<file path="src/rtl/button_event_gen.sv">
// Turns a debounced button level into press, release, long-press and auto-repeat pulses.
// All outputs are registered; single clock domain with asynchronous active-low reset.
module button_event_gen #(
    parameter int unsigned CNT_W         = 24,
    parameter int unsigned LONG_CYCLES   = 5_000_000,
    parameter int unsigned REPEAT_CYCLES = 1_000_000,
    parameter bit          REPEAT_EN     = 1'b1
) (
    input  logic i_clk,
    input  logic i_rst,
    input  logic i_state,
    output logic o_press,
    output logic o_release,
    output logic o_long,
    output logic o_repeat,
    output logic o_held
);

    localparam logic [CNT_W-1:0] LongLast   = CNT_W'(LONG_CYCLES - 1);
    localparam logic [CNT_W-1:0] RepeatLast = CNT_W'(REPEAT_CYCLES - 1);

    typedef enum logic [1:0] {
        StIdle,
        StPressed,
        StHold
    } state_e;

    state_e           state_q;
    logic [CNT_W-1:0] cnt_q;

    always_ff @(posedge i_clk or negedge i_rst) begin
        if (!i_rst) begin
            state_q   <= StIdle;
            cnt_q     <= '0;
            o_press   <= 1'b0;
            o_release <= 1'b0;
            o_long    <= 1'b0;
            o_repeat  <= 1'b0;
            o_held    <= 1'b0;
        end else begin
            o_press   <= 1'b0;
            o_release <= 1'b0;
            o_long    <= 1'b0;
            o_repeat  <= 1'b0;
            case (state_q)
                StIdle: begin
                    if (i_state) begin
                        state_q <= StPressed;
                        cnt_q   <= '0;
                        o_press <= 1'b1;
                        o_held  <= 1'b1;
                    end
                end
                StPressed: begin
                    // Release has priority over the long-press boundary.
                    if (!i_state) begin
                        state_q   <= StIdle;
                        o_release <= 1'b1;
                        o_held    <= 1'b0;
                    end else if (cnt_q == LongLast) begin
                        state_q <= StHold;
                        cnt_q   <= '0;
                        o_long  <= 1'b1;
                    end else begin
                        cnt_q <= cnt_q + CNT_W'(1);
                    end
                end
                StHold: begin
                    if (!i_state) begin
                        state_q   <= StIdle;
                        o_release <= 1'b1;
                        o_held    <= 1'b0;
                    end else if (cnt_q == RepeatLast) begin
                        cnt_q    <= '0;
                        o_repeat <= REPEAT_EN;
                    end else begin
                        cnt_q <= cnt_q + CNT_W'(1);
                    end
                end
                default: begin
                    state_q <= StIdle;
                    cnt_q   <= '0;
                    o_held  <= 1'b0;
                end
            endcase
        end
    end

    // Parameter sanity; ignored by synthesis.
    always_ff @(posedge i_clk) begin
        assert (LONG_CYCLES >= 2);
        assert (REPEAT_CYCLES >= 1);
        assert ((LONG_CYCLES >> CNT_W) == 0);
        assert ((REPEAT_CYCLES >> CNT_W) == 0);
    end

endmodule

</file>
<file path="config.mk">
export PLATFORM = sky130hd
export DESIGN_NAME = button_event_gen
export DESIGN_NICKNAME = d
export VERILOG_FILES = /design/src/rtl/button_event_gen.sv
export SDC_FILE = /design/constraint.sdc
export NUM_CORES = 1
export LEC_CHECK = 0
export CAP_MARGIN = 20
export CORE_MARGIN = 3
export CORE_UTILIZATION = 59
export CTS_CLUSTER_DIAMETER = 100
export CTS_CLUSTER_SIZE = 25
export DETAILED_ROUTE_END_ITERATION = 6
export GPL_TIMING_DRIVEN = 0
export PLACE_DENSITY = 0.78
export REMOVE_ABC_BUFFERS = 1
export SYNTH_ARGS = -nofsm -noshare
export SYNTH_HDL_FRONTEND = slang
export SYNTH_SLANG_ARGS = --single-unit
</file>
<file path="constraint.sdc">
create_clock -name i_clk -period 2.35 [get_ports i_clk]
set_input_delay 0.47 -clock i_clk [delete_from_list [all_inputs] [get_ports i_clk]]
set_output_delay 0.47 -clock i_clk [all_outputs]
set_load 0.02 [all_outputs]
</file>
# After elaboration in Yosys (flattened, before gate mapping)

Index checks and enable logic that the tools add are counted.

Bits in registers: 31
Input port bits: 3
Output and inout port bits: 5

$add $sub $neg: 1
Equality and inequality tests: 10
Muxes and demuxes: 24
Reductions and logical operators: 5

Operators with widths:

| kind                                                               | count |
|---|---|
| 24-bit 2-to-1 mux                                                  | 5 |
| 24-bit case mux with 3 select lines                                | 1 |
| 24-bit by 1-bit adder with 24-bit output (second input constant)   | 1 |
| 24-bit by 20-bit == test with 1-bit output (second input constant) | 1 |
| 24-bit by 23-bit == test with 1-bit output (second input constant) | 1 |
| 1-bit 2-to-1 mux                                                   | 12 |
| 2-bit inequality test (second input constant)                      | 5 |
| 2-bit 2-to-1 mux                                                   | 4 |
| 2-bit case mux with 3 select lines                                 | 1 |
| 3-bit AND reduction                                                | 2 |
| 3-bit inequality test (second input constant)                      | 1 |
| 2-bit by 1-bit == test with 1-bit output (second input constant)   | 1 |
| 2-bit == test (second input constant)                              | 1 |
| 2-bit logical NOT                                                  | 1 |
| 1-bit case mux with 2 select lines                                 | 1 |
| 2-bit AND reduction                                                | 1 |
| 2-bit OR reduction                                                 | 1 |

# Depth between registers and ports, before layout

Depth after elaboration: 4
Depth in mapped cells: 9
Mapped depth without buffers: 7

# Worst setup path after synthesis

Ideal clock, no wire load.

Kind: reg2reg
From: reg state_q[0]
To: reg cnt_q[12]
Setup time: 137 ps
Arrival time: 1,996 ps
Data required time: 2,213 ps
Setup slack: 217 ps
Stages on the path, launching flop included: 9
Path buffers: 3
Cells stage by stage: dfrtp_1 > inv_1 > ha_1 > nor3_1 > or2_2 > clkbuf_1 > clkbuf_1 > clkbuf_1 > a21oi_1

Longest elaborated chain between the ends: 3

Ends and longest elaborated chain:

| element                                                          | line | RTL |
|---|---|---|
| start, declared                                                  | 28   | `state_e state_q;` |
| start signal, assigned                                           | 33   | `state_q <= StIdle;` |
| start signal, assigned                                           | 48   | `state_q <= StPressed;` |
| start signal, assigned                                           | 57   | `state_q <= StIdle;` |
| 2-bit by 1-bit == test with 1-bit output (tied with other cells) | 45   | `case (state_q)` |
| 2-bit inequality test (no line)                                  | n/a  |  |
| 3-bit AND reduction (no line)                                    | n/a  |  |
| end signal, assigned                                             | 65   | `cnt_q <= cnt_q + CNT_W'(1);` |
| end signal, assigned                                             | 77   | `cnt_q <= cnt_q + CNT_W'(1);` |
| end, declared                                                    | 29   | `logic [CNT_W-1:0] cnt_q;` |

Parallel ways exist; a longest one is shown, timed or not.
A chain may end at the register's enable or synchronous reset.

# Worst setup path after layout

From: reg cnt_q[0]
To: reg cnt_q[2]

Longest elaborated chain between the ends: 4

Ends and longest elaborated chain:

| element                                                          | line |
|---|---|
| 24-bit by 1-bit adder with 24-bit output (tied with other cells) | 65, 77 |
| 24-bit 2-to-1 mux (on tied branches)                             | 73, 60 |
| 24-bit 2-to-1 mux (on tied branches)                             | 69, 56 |
| 24-bit case mux with 3 select lines *                            | 45 |

Mark *: on every way between the ends. The rest lies on a longest branch, timed or not. The select of a mux whose other input is x is not followed.

==> results.json <==
{
  "avgSynthCellArea_um2": 9.51,
  "fillCellCount": 207,
  "synth-edff-count": 0,
  "drv_slew": 0,
  "p_leak_nw": 0.840,
  "arrival_ns": 2.49,
  "syn_area_um2": 1780,
  "htree_levels": 2,
  "crit_path_end_kind": "flip-flop",
  "min_path_type": "reg -> reg",
  "tns_ns": 0,
  "syn_inst": 187,
  "coreArea_um2": 2810,
  "crit_chain": "ha_2 > nand3_4 > or4_1 > o21a_4 > o21ai_4 > buf_12 > o311ai_0",
  "die_area_um2": 3710,
  "ys_ff_latch": 31,
  "async_flop_share_pct": 100,
  "cp-start-kind": "flip-flop",
  "grt_overflow": 0,
  "clock_skew_ns": 0.00706,
  "io_buffers": 7,
  "whs_ns": 0.544,
  "grt_max_degree": 26,
  "cts_root_buf": "clkbuf_4",
  "wl_per_cell_um": 17.6,
  "clk_pin_slew_ns": 0.10,
  "synth_cell_types": 43,
  "cts_tree": "built",
  "reg2reg_depth": 7,
  "dp_hpwl_mm": 2.66,
  "whs_path_depth": 1,
  "timing.fmax_mhz": 437,
  "ant_nets": 0,
  "nNetsFinal": 206,
  "max-cap-violations": 0,
  "seq_area_frac_synth_pct": 43.6,
  "r2r_slack_ns": 0.06,
  "start_util_pct": 63.4,
  "ios": 8,
  "p_per_area_nw_per_um2": 723,
  "seqCellArea_um2": 776,
  "first_global_vias": 1445,
  "clock_path_buffers": 2,
  "antenna_found_initial": 0,
  "critPathKind": "reg -> reg",
  "cts_buffers": 5,
  "die_width_um": 60.9,
  "final_cell_mix": "dfrtp_1 (31), nand2_1 (26), a21oi_1 (15)",
  "hold_violations": 0,
  "slowest_stage": "or4_1",
  "final_common_cell": "dfrtp_1",
  "slew_headroom_pct": 46.3,
  "slowest_delay_ns": 0.60,
  "cp.required_ns": 2.55,
  "vdd.ir_drop.worst_mv": 0.365,
  "cts.sinks": 31,
  "outcome": "completed",
  "post_drt_via_cell_ratio": 6.52,
  "die_h_um": 60.9,
  "track_usage_pct": 23.8,
  "insertedDiodeCount": 0,
  "place_area_um2": 1860,
  "post-place-ws_ns": -0.166,
  "hold_buffers": 0,
  "synth_ff_type": "dfrtp_1",
  "area_growth_pct": 14.6,
  "setup_slack_ns": 0.0609,
  "min_period_ns": 2.29,
  "wirelength_mm": 4.07,
  "p_total_mw": 1.48,
  "critPathMaxFanout": 16,
  "clk_latency_ns": 0.33,
  "drt_iter0_drc": 88,
  "drc": 0,
  "tightest_slew_ns": 0.804,
  "vias": 1505,
  "yosys_warnings": 0,
  "drive_above_1_share_pct": 13.5,
  "rows": 19,
  "layout_worst_path_cycle_share_pct": 97.4,
  "drtPass1Iterations": 4,
  "stdcell_area_um2": 2040,
  "grt_pass1_wl_mm": 6.66,
  "place_congestion": 0.825,
  "multi_input_area_um2": 978,
  "finalSetupViolCount": 0
}
## kinds of logic after synthesis
| kind of cell | share of synthesized area (%) |
|---|---|
| AO/OA/AOI/OAI | 17.2 |
| XOR/XNOR | 6.89 |
| adder cells (fa/ha/maj) | 2.81 |
| buffers and inverters | 3.87 |
| flip-flops | 43.6 |
| multiplexers | 0.633 |
| AND/OR/NAND/NOR | 25.0 |
## layout make-up
type	instances	area share, %
multi-input cells	142	48.0
flip-flops and latches	31	38.0
repair buffers	15	7.98
clock buffers	8	3.37
well taps	31	1.90
inverters	4	0.736
## path summary, 6_finish.rpt
path,from,end
worst max-delay path,cnt_q[0],cnt_q[2]
worst min-delay path,o_held,o_held
worst max register to register,cnt_q[0],cnt_q[2]
worst min register to register,o_held,o_held
max in group asynchronous,i_rst,o_press
min in group asynchronous,i_rst,cnt_q[5]
## synth_stat cells, types with 3 or more instances
cell type	instances	share of area (%)
a21oi_1	15	4.2
and2_1	3	1.1
and3_1	5	1.8
clkbuf_1	7	1.5
dfrtp_1	31	44
ha_1	4	2.8
inv_1	4	0.84
nand2_1	26	5.5
nand3_1	7	2.0
nand4_1	8	2.8
nor2_1	5	1.1
nor2b_1	3	1.1
nor3_1	3	0.84
nor4_1	5	1.8
o2111ai_1	5	2.5
o211ai_1	4	1.7
o21ai_0	5	1.4
o221ai_1	4	2.0
xor2_1	12	5.9
## per-layer routing
| metal | track usage [%] | vias to the layer above | wire length [um] |
|---|---|---|---|
| li1 | - | 722 | - |
| met1 | 31.4 | 740 | 1790 |
| met2 | 38.3 | 37 | 2060 |
| met3 | 5.32 | 6 | 188 |
| met4 | 8.98 | 0 | 38 |
| met5 | 0 | - | 0 |
## timing repair
action                                  in CTS  in global routing
pin swaps                                    1                  0
resized for setup                            1                  9
buffers inserted                             2                  5
endpoints found under the hold margin        0                  0
endpoints found under the setup margin      18                 23
## flip-flops by register name (all words and copies together) (netlist names)
| register | count |
|---|---|
| o_press | 1 |
| o_repeat | 1 |
| o_release | 1 |
| state_q | 2 |
| o_held | 1 |
| cnt_q | 24 |
| o_long | 1 |
## stage by stage
stage                     std cells  util [%]
after floorplan                 177         -
after detailed placement        216      66.4
after CTS                       226      69.8
after global placement          215      65.4
after global routing            231      72.7
final                           231      72.7
## report_power, final
part           internal, mW  switching, mW  total (mW)
clock network         0.176          0.181       0.357
logic                 0.207          0.312       0.519
registers             0.571         0.0281       0.599
total                 0.954          0.521        1.48
## worst max-delay path: cells and delay by family (launching register included)
family | cells | cell delay [ns]
flops | 1 | 0.42
compound gates | 3 | 0.59
simple gates | 2 | 0.74
fa+ha+maj | 1 | 0.24
buf+inv | 1 | 0.16
Power figures use the tool's default switching activity.
